`src/rtl/regfile_writeback_arbiter_if.sv`:
```
// Writeback bus between the ALU/load sources and the register-file write port.
// master = sources + register file side, slave = the arbiter.
interface regfile_writeback_arbiter_if #(
    parameter int DATA_W = 32,
    parameter int ADDR_W = 5
);
    logic                   alu_valid;
    logic                   alu_ready;
    logic [ADDR_W-1:0]      alu_rd;
    logic [DATA_W-1:0]      alu_data;
    logic                   mem_valid;
    logic                   mem_ready;
    logic [ADDR_W-1:0]      mem_rd;
    logic [DATA_W-1:0]      mem_data;
    logic                   register_write;
    logic [ADDR_W-1:0]      write_register;
    logic [DATA_W-1:0]      write_data;
    logic [2**ADDR_W-1:0]   pending_mask;

    modport master (
        output alu_valid, alu_rd, alu_data,
        output mem_valid, mem_rd, mem_data,
        input  alu_ready, mem_ready,
        input  register_write, write_register, write_data, pending_mask
    );

    modport slave (
        input  alu_valid, alu_rd, alu_data,
        input  mem_valid, mem_rd, mem_data,
        output alu_ready, mem_ready,
        output register_write, write_register, write_data, pending_mask
    );
endinterface

```
`src/rtl/regfile_writeback_arbiter.sv`:
```
// Arbitrates ALU and load writebacks onto one registered register-file write port; mem > alu unless WB_ROUND_ROBIN_EN.
// Accept-to-output is one edge when uncontested; each source stalls only when its own FIFO holds DEPTH entries.
module regfile_writeback_arbiter #(
    parameter int DEPTH  = 2,
    parameter int DATA_W = 32,
    parameter int ADDR_W = 5
) (
    input  logic                         clock,
    input  logic                         reset,
    regfile_writeback_arbiter_if.slave   wb
);
    localparam int PTR_W = $clog2(DEPTH);
    localparam int CNT_W = PTR_W + 1;
    localparam int NREG  = 2**ADDR_W;
    localparam int ALU   = 0;
    localparam int MEM   = 1;

    logic              in_vld [2];
    logic [ADDR_W-1:0] in_rd  [2];
    logic [DATA_W-1:0] in_dat [2];
    logic [1:0]        in_rdy;
    logic [1:0]        push;
    logic [1:0]        nonempty;
    logic [1:0]        gnt;

    logic [ADDR_W-1:0] rd_mem_q  [2][DEPTH];
    logic [DATA_W-1:0] dat_mem_q [2][DEPTH];
    logic [PTR_W-1:0]  wr_ptr_q [2];
    logic [PTR_W-1:0]  wr_ptr_d [2];
    logic [PTR_W-1:0]  rd_ptr_q [2];
    logic [PTR_W-1:0]  rd_ptr_d [2];
    logic [CNT_W-1:0]  cnt_q [2];
    logic [CNT_W-1:0]  cnt_d [2];

    logic              register_write_q;
    logic [ADDR_W-1:0] write_register_q;
    logic [DATA_W-1:0] write_data_q;

    logic              grant_vld;
    logic              sel;
    logic [ADDR_W-1:0] head_rd;
    logic [DATA_W-1:0] head_dat;
    logic [NREG-1:0]   pend_mask;
    logic [PTR_W-1:0]  off;

    assign in_vld[ALU] = wb.alu_valid;
    assign in_rd[ALU]  = wb.alu_rd;
    assign in_dat[ALU] = wb.alu_data;
    assign in_vld[MEM] = wb.mem_valid;
    assign in_rd[MEM]  = wb.mem_rd;
    assign in_dat[MEM] = wb.mem_data;

    // Ready comes from the registered count only, so a same-cycle pop never opens a slot.
    always_comb begin
        for (int s = 0; s < 2; s++) begin
            in_rdy[s]   = (cnt_q[s] < CNT_W'(DEPTH));
            nonempty[s] = (cnt_q[s] != '0);
            push[s]     = in_vld[s] && in_rdy[s];
        end
    end

`ifdef WB_ROUND_ROBIN_EN
    logic rr_mem_q;

    always_comb begin
        gnt      = '0;
        gnt[MEM] = nonempty[MEM] && (!nonempty[ALU] || rr_mem_q);
        gnt[ALU] = nonempty[ALU] && !gnt[MEM];
    end

    // Only a contested grant hands priority to the other source.
    always_ff @(posedge clock or posedge reset) begin
        if (reset) begin
            rr_mem_q <= 1'b1;
        end else if (nonempty[MEM] && nonempty[ALU]) begin
            rr_mem_q <= !rr_mem_q;
        end
    end
`else
    always_comb begin
        gnt      = '0;
        gnt[MEM] = nonempty[MEM];
        gnt[ALU] = nonempty[ALU] && !nonempty[MEM];
    end
`endif

    assign grant_vld = gnt[ALU] || gnt[MEM];
    assign sel       = gnt[MEM];
    assign head_rd   = rd_mem_q[sel][rd_ptr_q[sel]];
    assign head_dat  = dat_mem_q[sel][rd_ptr_q[sel]];

    always_comb begin
        for (int s = 0; s < 2; s++) begin
            wr_ptr_d[s] = wr_ptr_q[s] + PTR_W'(push[s]);
            rd_ptr_d[s] = rd_ptr_q[s] + PTR_W'(gnt[s]);
            cnt_d[s]    = cnt_q[s] + CNT_W'(push[s]) - CNT_W'(gnt[s]);
        end
    end

    always_ff @(posedge clock or posedge reset) begin
        if (reset) begin
            for (int s = 0; s < 2; s++) begin
                wr_ptr_q[s] <= '0;
                rd_ptr_q[s] <= '0;
                cnt_q[s]    <= '0;
            end
        end else begin
            for (int s = 0; s < 2; s++) begin
                wr_ptr_q[s] <= wr_ptr_d[s];
                rd_ptr_q[s] <= rd_ptr_d[s];
                cnt_q[s]    <= cnt_d[s];
            end
        end
    end

    // Payload storage needs no reset; occupancy is tracked by cnt_q.
    always_ff @(posedge clock) begin
        for (int s = 0; s < 2; s++) begin
            if (push[s]) begin
                rd_mem_q[s][wr_ptr_q[s]]  <= in_rd[s];
                dat_mem_q[s][wr_ptr_q[s]] <= in_dat[s];
            end
        end
    end

    // x0 writes are consumed but never enable the register file.
    always_ff @(posedge clock or posedge reset) begin
        if (reset) begin
            register_write_q <= 1'b0;
            write_register_q <= '0;
            write_data_q     <= '0;
        end else begin
            register_write_q <= grant_vld && (head_rd != '0);
            if (grant_vld) begin
                write_register_q <= head_rd;
                write_data_q     <= head_dat;
            end
        end
    end

    // A slot is live when its distance from the read pointer is below the count.
    always_comb begin
        pend_mask = '0;
        off       = '0;
        for (int s = 0; s < 2; s++) begin
            for (int e = 0; e < DEPTH; e++) begin
                off = PTR_W'(e) - rd_ptr_q[s];
                if ({1'b0, off} < cnt_q[s]) begin
                    pend_mask[rd_mem_q[s][e]] = 1'b1;
                end
            end
        end
        if (register_write_q) begin
            pend_mask[write_register_q] = 1'b1;
        end
        pend_mask[0] = 1'b0;
    end

    assign wb.alu_ready      = in_rdy[ALU];
    assign wb.mem_ready      = in_rdy[MEM];
    assign wb.register_write = register_write_q;
    assign wb.write_register = write_register_q;
    assign wb.write_data     = write_data_q;
    assign wb.pending_mask   = pend_mask;

endmodule

```
`src/flat_wrapper.sv`:
```
// flat-port wrapper written by rule: the top's interface ports become plain ports
module regfile_writeback_arbiter_flat 
#(
    parameter int DEPTH  = 2,
    parameter int DATA_W = 32,
    parameter int ADDR_W = 5
)
  (clock, reset, wb_alu_valid, wb_alu_rd, wb_alu_data, wb_mem_valid, wb_mem_rd, wb_mem_data, wb_alu_ready, wb_mem_ready, wb_register_write, wb_write_register, wb_write_data, wb_pending_mask);
  regfile_writeback_arbiter_if #(.DATA_W(DATA_W), .ADDR_W(ADDR_W)) wb_i ();
  input  logic clock;
  input  logic reset;
  input wire logic [$bits(wb_i.alu_valid)-1:0] wb_alu_valid;
  input wire logic [$bits(wb_i.alu_rd)-1:0] wb_alu_rd;
  input wire logic [$bits(wb_i.alu_data)-1:0] wb_alu_data;
  input wire logic [$bits(wb_i.mem_valid)-1:0] wb_mem_valid;
  input wire logic [$bits(wb_i.mem_rd)-1:0] wb_mem_rd;
  input wire logic [$bits(wb_i.mem_data)-1:0] wb_mem_data;
  output wire logic [$bits(wb_i.alu_ready)-1:0] wb_alu_ready;
  output wire logic [$bits(wb_i.mem_ready)-1:0] wb_mem_ready;
  output wire logic [$bits(wb_i.register_write)-1:0] wb_register_write;
  output wire logic [$bits(wb_i.write_register)-1:0] wb_write_register;
  output wire logic [$bits(wb_i.write_data)-1:0] wb_write_data;
  output wire logic [$bits(wb_i.pending_mask)-1:0] wb_pending_mask;
  assign wb_i.alu_valid = wb_alu_valid;
  assign wb_i.alu_rd = wb_alu_rd;
  assign wb_i.alu_data = wb_alu_data;
  assign wb_i.mem_valid = wb_mem_valid;
  assign wb_i.mem_rd = wb_mem_rd;
  assign wb_i.mem_data = wb_mem_data;
  assign wb_alu_ready = wb_i.alu_ready;
  assign wb_mem_ready = wb_i.mem_ready;
  assign wb_register_write = wb_i.register_write;
  assign wb_write_register = wb_i.write_register;
  assign wb_write_data = wb_i.write_data;
  assign wb_pending_mask = wb_i.pending_mask;
  regfile_writeback_arbiter #(.DEPTH(DEPTH), .DATA_W(DATA_W), .ADDR_W(ADDR_W)) u_core (.clock(clock), .reset(reset), .wb(wb_i));
endmodule
```
`config.mk`:
```
export PLATFORM = sky130hd
export DESIGN_NAME = regfile_writeback_arbiter_flat
export DESIGN_NICKNAME = d
export VERILOG_FILES = /design/src/rtl/regfile_writeback_arbiter_if.sv /design/src/rtl/regfile_writeback_arbiter.sv /design/src/flat_wrapper.sv
export SDC_FILE = /design/constraint.sdc
export NUM_CORES = 1
export LEC_CHECK = 0
export BUFFER_PORTS_ARGS = -buffer_cell sky130_fd_sc_hd__buf_2
export CORE_ASPECT_RATIO = 1.4
export CORE_MARGIN = 1.5
export CORE_UTILIZATION = 56
export DETAILED_ROUTE_END_ITERATION = 10
export GPL_TIMING_DRIVEN = 1
export PLACE_DENSITY = 0.78
export SYNTH_ARGS = -nofsm -noshare
export SYNTH_HDL_FRONTEND = slang
export SYNTH_SLANG_ARGS = --single-unit
```
`constraint.sdc`:
```
create_clock -name clock -period 2.4 [get_ports clock]
set_clock_uncertainty 0.15 [all_clocks]
set_input_delay 0.48 -clock clock [delete_from_list [all_inputs] [get_ports clock]]
set_output_delay 0.48 -clock clock [all_outputs]
set_load 0.01 [all_outputs]
```
==> results of run 1 <==
## layout by cell type (no fill, tap or decap), types with 6 or more instances in the layout
| cell | Yosys | routed |
|---|---|---|
| a221oi_2 | 0 | 10 |
| buf_12 | 0 | 7 |
| buf_2 | 6 | 138 |
| buf_4 | 9 | 57 |
| buf_6 | 1 | 32 |
| clkbuf_16 | 0 | 17 |
| dfrtp_1 | 46 | 41 |
| edfxtp_1 | 148 | 148 |
| inv_1 | 13 | 12 |
| mux2_2 | 37 | 37 |
| mux2i_1 | 41 | 41 |
| nand2_1 | 75 | 75 |
| nand3_1 | 7 | 6 |
| nand3b_1 | 14 | 14 |
| nor2_1 | 20 | 18 |
| nor2b_1 | 11 | 11 |
| nor4_1 | 16 | 6 |
| nor4_2 | 0 | 7 |
| o21ai_0 | 68 | 68 |
| o221ai_1 | 15 | 10 |
| o22ai_1 | 27 | 18 |
| o22ai_2 | 0 | 6 |
| or3_1 | 14 | 9 |
| or3b_2 | 8 | 6 |
## power by group through the flow
| stage | Combinational (mW) | Sequential [mW] | Clock [mW] |
|---|---|---|---|
| 2_1_floorplan | 2.44 | 5.12 | 0 |
| 3_3_place_gp | 3.93 | 5.14 | 0 |
| 3_5_place_dp | 4.02 | 5.19 | 0 |
| 4_1_cts | 4.45 | 5.13 | 2.81 |
| 5_1_grt | 5.18 | 5.21 | 2.95 |
| 6_report | 4.83 | 5.15 | 2.78 |
## synth_stat cells (2+ instances only)
cell type  count
o211ai_2       2
dfrtp_1       46
nand3_1        7
clkbuf_1      30
nor2_1        20
or2_2          3
and2_1         3
ha_1           6
buf_4          9
a221oi_1      14
a21oi_1        3
nor4b_1        2
mux2i_1       41
o211ai_4       2
and3b_1        5
nor4_1        16
nand3b_1      14
nor2b_1       11
o21ai_0       68
or4_1          4
buf_2          6
or3b_2         8
and3_1         2
nor3b_1        4
o22ai_1       27
nor3_1         5
nand2_1       75
a211o_1        2
o221ai_1      15
or3_1         14
mux2_2        37
xnor2_1        3
inv_1         13
edfxtp_1     148
## through the flow
| step | worst slack, ps | power, mW | std cells |
|---|---|---|---|
| detailed placement | -100 | 9.21 | 1036 |
| finish | -382 | 12.8 | 1106 |
| floorplan | 163 | 7.56 | 688 |
| global route | -432 | 13.3 | 1106 |
| global placement | -29.8 | 9.07 | 1036 |
| CTS | -371 | 12.4 | 1097 |
## layer usage
metal / GRT usage / wire length, um
met5: 0 / 16
met2: 0.541 / 13400
met1: 0.347 / 8930
met3: 0.0729 / 1560
met4: 0.162 / 1340
## cell type report
type	count	area [um^2]
well taps	196	245
clock inverters	15	168
fillers	1030	3870
flip-flops and latches	194	5600
clock buffers	17	425
inverters	14	52.6
repair buffers	236	1640
multi-input cells	433	3530
diodes	1	2.50
## how the worst max path moves through the flow
| stage | startpoint | to | slack [ps] |
|---|---|---|---|
| final | u_core.rd_ptr_q[0] | wb_pending_mask[6] | -380 |
| after global routing | u_core.cnt_q[2] | wb_pending_mask[31] | -430 |
| after CTS | u_core.cnt_q[0] | wb_pending_mask[18] | -370 |
| after detailed placement | u_core.rd_ptr_q[0] | wb_pending_mask[4] | -100 |
| after global placement | u_core.rd_ptr_q[0] | wb_pending_mask[4] | -30 |
| after floorplan | u_core.cnt_q[3] | u_core.dat_mem_q[0][0] | 160 |
## state kept, by name, indices dropped and copies added (netlist names)
register,flops
u_core.wr_ptr_q,2
u_core.cnt_q,4
u_core.dat_mem_q,128
u_core.wb.register_write,1
u_core.rd_mem_q,20
u_core.wb.write_register,5
u_core.rd_ptr_q,2
u_core.wb.write_data,32
## repair_timing
item	CTS	global route
setup buffers	29	10
hold endpoints to repair	14	0
cloned	0	1
hold buffers	1	0
pin swaps	21	27
resized for setup	65	62
endpoints found under the setup margin	31	31
## cell families after synthesis
| group | count (synthesis) |
|---|---|
| buffers and inverters | 61 |
| and+or+nand+nor | 202 |
| xor gates and xnor gates | 4 |
| DFF | 194 |
| muxes | 78 |
| other | 1 |
| AOI/OAI and AO/OA | 142 |
| adders and majority gates | 6 |
==> out/summary.txt, run 1 <==
Outcome: finished with violations
Violated checks: setup timing
IO buf count: 148
Main combinational cell family by area after synthesis: simple AND/OR/NAND/NOR gates
Pin count of the biggest net entering global routing: 51
Main area contributors after synthesis: edfxtp_1, dfrtp_1, mux2_2
Detailed-route via count: 6,683
Wirelength, routed: 25,200 um
Antenna-violating nets left: 0
Worst hold slack: 90.5 ps
DR WL/cell: 22.8 um
Initial antenna violation count: 2
RePlAce Congestion: 0.952
Syn Nets: 772
DIE WIDTH: 109 um
Post-synth top area cell: edfxtp_1
DRT iter0 DRCs: 522
Crit path capture type: output pin
R2r endpoint: u_core.cnt_q[3]
Post-synthesis sequential area ratio: 0.631
Mux cell area share after synthesis: 0.0932
Area Growth Syn to Fin: 31.5%
Util after Layout: 0.751
Worst min path class: in2reg
Number of max-cap violations: 0
Slowest stage delay, CP: 430 ps
DPL Wire Length: 17,400 um
Std cell rows: 54
Synth cell types: 57
Layout cell share with drive strength beyond 1: 0.436
Post-synth EDFFs: 148
Hold Path End: u_core.dat_mem_q[0][31]
Die ar.: 0.0166 mm^2
Slew margin rel.: 0.597
Synthesized area per cell: 12.9 um^2
Final hold violation count: 0
Vias in the first global route: 7,093
Post-Synth Adder-Cell Area: 0.00846
Logic pwr share: 0.379
Worst setup margin: -382 ps
TritonCTS Buffers: 17
CTS tree: built
Worst hold path depth: 1
H-tree levels: 4
Psw: 4.57 mW
Vias/cell: 6.04
Slew @ Worst Pin: 605 ps
Max frequency: 0.359 GHz
Clock root buffer: clkbuf_16
Crit path depth: 7
Critical path fanouts, max: 5
Design area: 0.0117 mm^2
Clock power share: 0.218
Slowest cell on crit path: dfrtp_2
Worst skew pair latency: 420 ps
# DRC: 0
Fin crit share: 1.16
Mapped Cells: 688
Buf/Inv on CP: 3
Layout Nets: 980
Initial Util: 0.571
FF-to-FF path depth: 9
Minimum clock period: 2780 ps
R2R Path Start: u_core.cnt_q[1]
Slew Limit Fails: 0
Core box area: 0.0155 mm^2
First drt pass iteration count: 7
Yosys reg bits: 194
RSZ-0062 raised after global routing: yes
YS warnings: 0
Synth top area share: 0.501
Critical Path Start Type: register
Post-Synth XOR/XNOR Area: 0.00395
Hold_sp: wb_alu_data[31]
Arrival @ worst endpoint: 2150 ps
Setup TNS: -9430 ps
Pwr dens: 1090 mW/mm^2
Flop pwr share: 0.404
Placed instance area: 0.0101 mm^2
Final setup violation count: 31
Tot GR Track Use: 0.311
CP dominant cell by count: buf_6
GR Overflow Total: 0
Setup CP Type: reg2out
Num ports: 150
Compound-Gate Fraction of Synth Area: 0.106
Asr flop ratio synth: 0.237
LEAKAGE: 4.52 nW
Worst-path clk slew: 70 ps
Cell-internal power: 8.19 mW
Cell area after synthesis: 0.00887 mm^2
Sw Share: 0.358
Top delay family on crit path: simple AND/OR/NAND/NOR gates
First-pass GRT wire length: 38,500 um
FF-to-FF setup slack: 340 ps
Clock buffer depth: 2
WP data required: 1770 ps
Top FF cell, synth: edfxtp_1
Post-Synth Simple-Gate Area: 0.126
Die Ht: 152 um
Worst VDD drop: 1.09 mV
CP cell instances: buf_6, a21o_1, nand3_2, buf_6, o22ai_2, or3_1, buf_6
Sink Count: 194
Note: power is estimated with default switching activity, not from simulation.
==> run 2, diff against run 1 <==
CORE_UTILIZATION = 45   (was 56)
PLACE_DENSITY = 0.64   (was 0.78)
SKIP_LAST_GASP = 1   (was default)
==> run 2 against run 1 <==
  * The run still ends with setup timing left
  * Register-to-register slack got worse by 30 ps
  * Cell area down 0.16%
  * First-iteration DRC count shrank 33%
  * Count of clock-buffer cells in the layout is 1 higher
  * Via count down 1.5%
  * Worst hold slack lost 1.7 ps
  * Clock power is essentially flat
  * Die area rose by 24%
  * Critical path type unchanged
  * Highest routed layer unchanged
==> out/summary.txt, run 2 (synthesis results as in run 1) <==
Outcome: finished with violations (unchanged)
Violated checks: setup timing (unchanged)
Critical Path Start Type: register (unchanged)
Worst VDD drop: 0.598 mV (was 1.09 mV)
WP data required: 1770 ps (about the same)
# DRC: 0 (unchanged)
Detailed-route via count: 6,582 (was 6,683)
Antenna-violating nets left: 0 (unchanged)
Clock buffer depth: 2 (unchanged)
Max reg flops: 128 (unchanged)
Wirelength, routed: 24,800 um (was 25,200 um)
Num ports: 150 (unchanged)
Commonest cells after routing, fill and taps aside: edfxtp_1, buf_2, nand2_1, o21ai_0, buf_4 (unchanged)
GR Util met2: 0.445 (was 0.541)
Critical Path Start: u_core.cnt_q[0] (was u_core.rd_ptr_q[0])
R2r endpoint: u_core.wb.write_data[27] (was u_core.cnt_q[3])
Critical path fanouts, max: 4 (was 5)
Arrival @ worst endpoint: 2140 ps (was 2150 ps)
CTS tree: built (unchanged)
R2R Path Start: u_core.rd_ptr_q[0] (was u_core.cnt_q[1])
Pwr dens: 1080 mW/mm^2 (was 1090 mW/mm^2)
Worst setup margin: -367 ps (was -382 ps)
Layout Nets: 983 (was 980)
First drt pass iteration count: 5 (was 7)
Number of max-cap violations: 0 (unchanged)
Minimum clock period: 2770 ps (was 2780 ps)
Total power: 12.6 mW (was 12.8 mW)
Layout cell share with drive strength beyond 1: 0.433 (was 0.436)
IO buf count: 148 (unchanged)
TritonCTS Buffers: 17 (unchanged)
H-tree levels: 4 (unchanged)
Pin count of the biggest net entering global routing: 46 (was 51)
Std cell rows: 60 (was 54)
Core box area: 0.0193 mm^2 (was 0.0155 mm^2)
Sink Count: 194 (unchanged)
Worst-path clk slew: 80 ps (was 70 ps)
Setup CP Type: reg2out (unchanged)
Crit path capture type: output pin (unchanged)
RePlAce Congestion: 0.931 (was 0.952)
FF-to-FF setup slack: 310 ps (was 340 ps)
GR Overflow Total: 0 (unchanged)
Tot GR Track Use: 0.246 (was 0.311)
Slew margin rel.: 0.589 (was 0.597)
DIE WIDTH: 122 um (was 109 um)
Final setup violation count: 31 (unchanged)
Worst skew pair latency: 410 ps (was 420 ps)
DPL Wire Length: 17,800 um (was 17,400 um)
FF-to-FF path depth: 7 (was 9)
Final hold violation count: 0 (unchanged)
Slew Limit Fails: 0 (unchanged)
Initial Util: 0.460 (was 0.571)
Setup TNS: -9000 ps (was -9430 ps)
Max frequency: 0.361 GHz (was 0.359 GHz)
Slew @ Worst Pin: 616 ps (was 605 ps)
Busiest grt layer: met2 (unchanged)
DR WL/cell: 21.4 um (was 22.8 um)
Worst min path class: in2reg (unchanged)
First-pass GRT wire length: 38,200 um (was 38,500 um)
Critical path capture point: wb_pending_mask[31] (was wb_pending_mask[6])
Clock root buffer: clkbuf_16 (unchanged)
Grt met3 use: 0.0538 (was 0.0729)
Placed instance count: 1,100 (was 1,036)
GR Layer Usage met1: 0.263 (was 0.347)
LEAKAGE: 4.48 nW (was 4.52 nW)
Commonest non-fill, non-tap cell in the layout: edfxtp_1 (unchanged)
Vias/cell: 5.67 (was 6.04)
Die ar.: 0.0206 mm^2 (was 0.0166 mm^2)
Final Non-Filler Cells: 1,161 (was 1,106)
Vias in the first global route: 7,048 (was 7,093)
Fin crit share: 1.15 (was 1.16)
RSZ-0062 raised after global routing: yes (unchanged)
DP Worst Slack: -271 ps (was -100 ps)
DRT iter0 DRCs: 349 (was 522)
Worst hold slack: 88.8 ps (was 90.5 ps)
Area Growth Syn to Fin: 31.3% (was 31.5%)
Initial antenna violation count: 2 (unchanged)
Die Ht: 169 um (was 152 um)
run 2: worst min-delay path by stage:
stage | to | slack, ps | start | depth (start not counted)
after global placement | u_core.wb.write_data[4] | 310 | u_core.wb.write_data[4] | 2
after detailed placement | u_core.wb.write_data[15] | 320 | u_core.wb.write_data[15] | 2
after CTS | u_core.dat_mem_q[0][14] | 80 | wb_alu_data[14] | 1
after global routing | u_core.dat_mem_q[0][14] | 70 | wb_alu_data[14] | 1
after floorplan | u_core.wb.write_data[0] | 370 | u_core.wb.write_data[0] | 2
final | u_core.dat_mem_q[1][44] | 90 | wb_mem_data[12] | 1
run 2: worst max-delay path, stage by stage, from the launching register on:
cell and delay [ps]:
dfrtp_1 410, buf_6 140, nor2b_4 140, o211ai_4 300
buf_6 160, o22ai_2 60, or3_1 360, buf_2 150
run 2: routing by layer:
metal  share of wire  routed length [um]
met4           0.053                1320
met5         0.00052                  13
met3           0.051                1260
met2            0.53               13200
met1            0.36                9010
run 2: timing repair:
| item | CTS | global route |
|---|---|---|
| endpoints found under the setup margin | 31 | 31 |
| gates resized for setup | 64 | 43 |
| cloned | 1 | 0 |
| hold buffers | 1 | 0 |
| setup buffers | 17 | 12 |
| endpoints found under the hold margin | 16 | 0 |
| pin swaps | 28 | 24 |
run 2: power by group:
part           switching [mW]  internal (mW)
Sequential              0.518           4.56
Clock                    1.35           1.41
Combinational            2.66           2.14
run 2: metrics by stage:
stage	cell area, um^2	utilization
floorplan	8870	-
global placement	10300	0.532
detailed placement	10300	0.532
CTS	11300	0.588
global route	11600	0.604
finish	11600	0.604
run 2: final cells by class:
type / count / area (um^2)
clock inverters: 14 / 166
inverters: 14 / 52.6
multi-input cells: 433 / 3440
flip-flops and latches: 194 / 5600
well taps: 248 / 310
diodes: 1 / 2.50
clock buffers: 18 / 429
repair buffers: 239 / 1650
fillers: 1576 / 7650
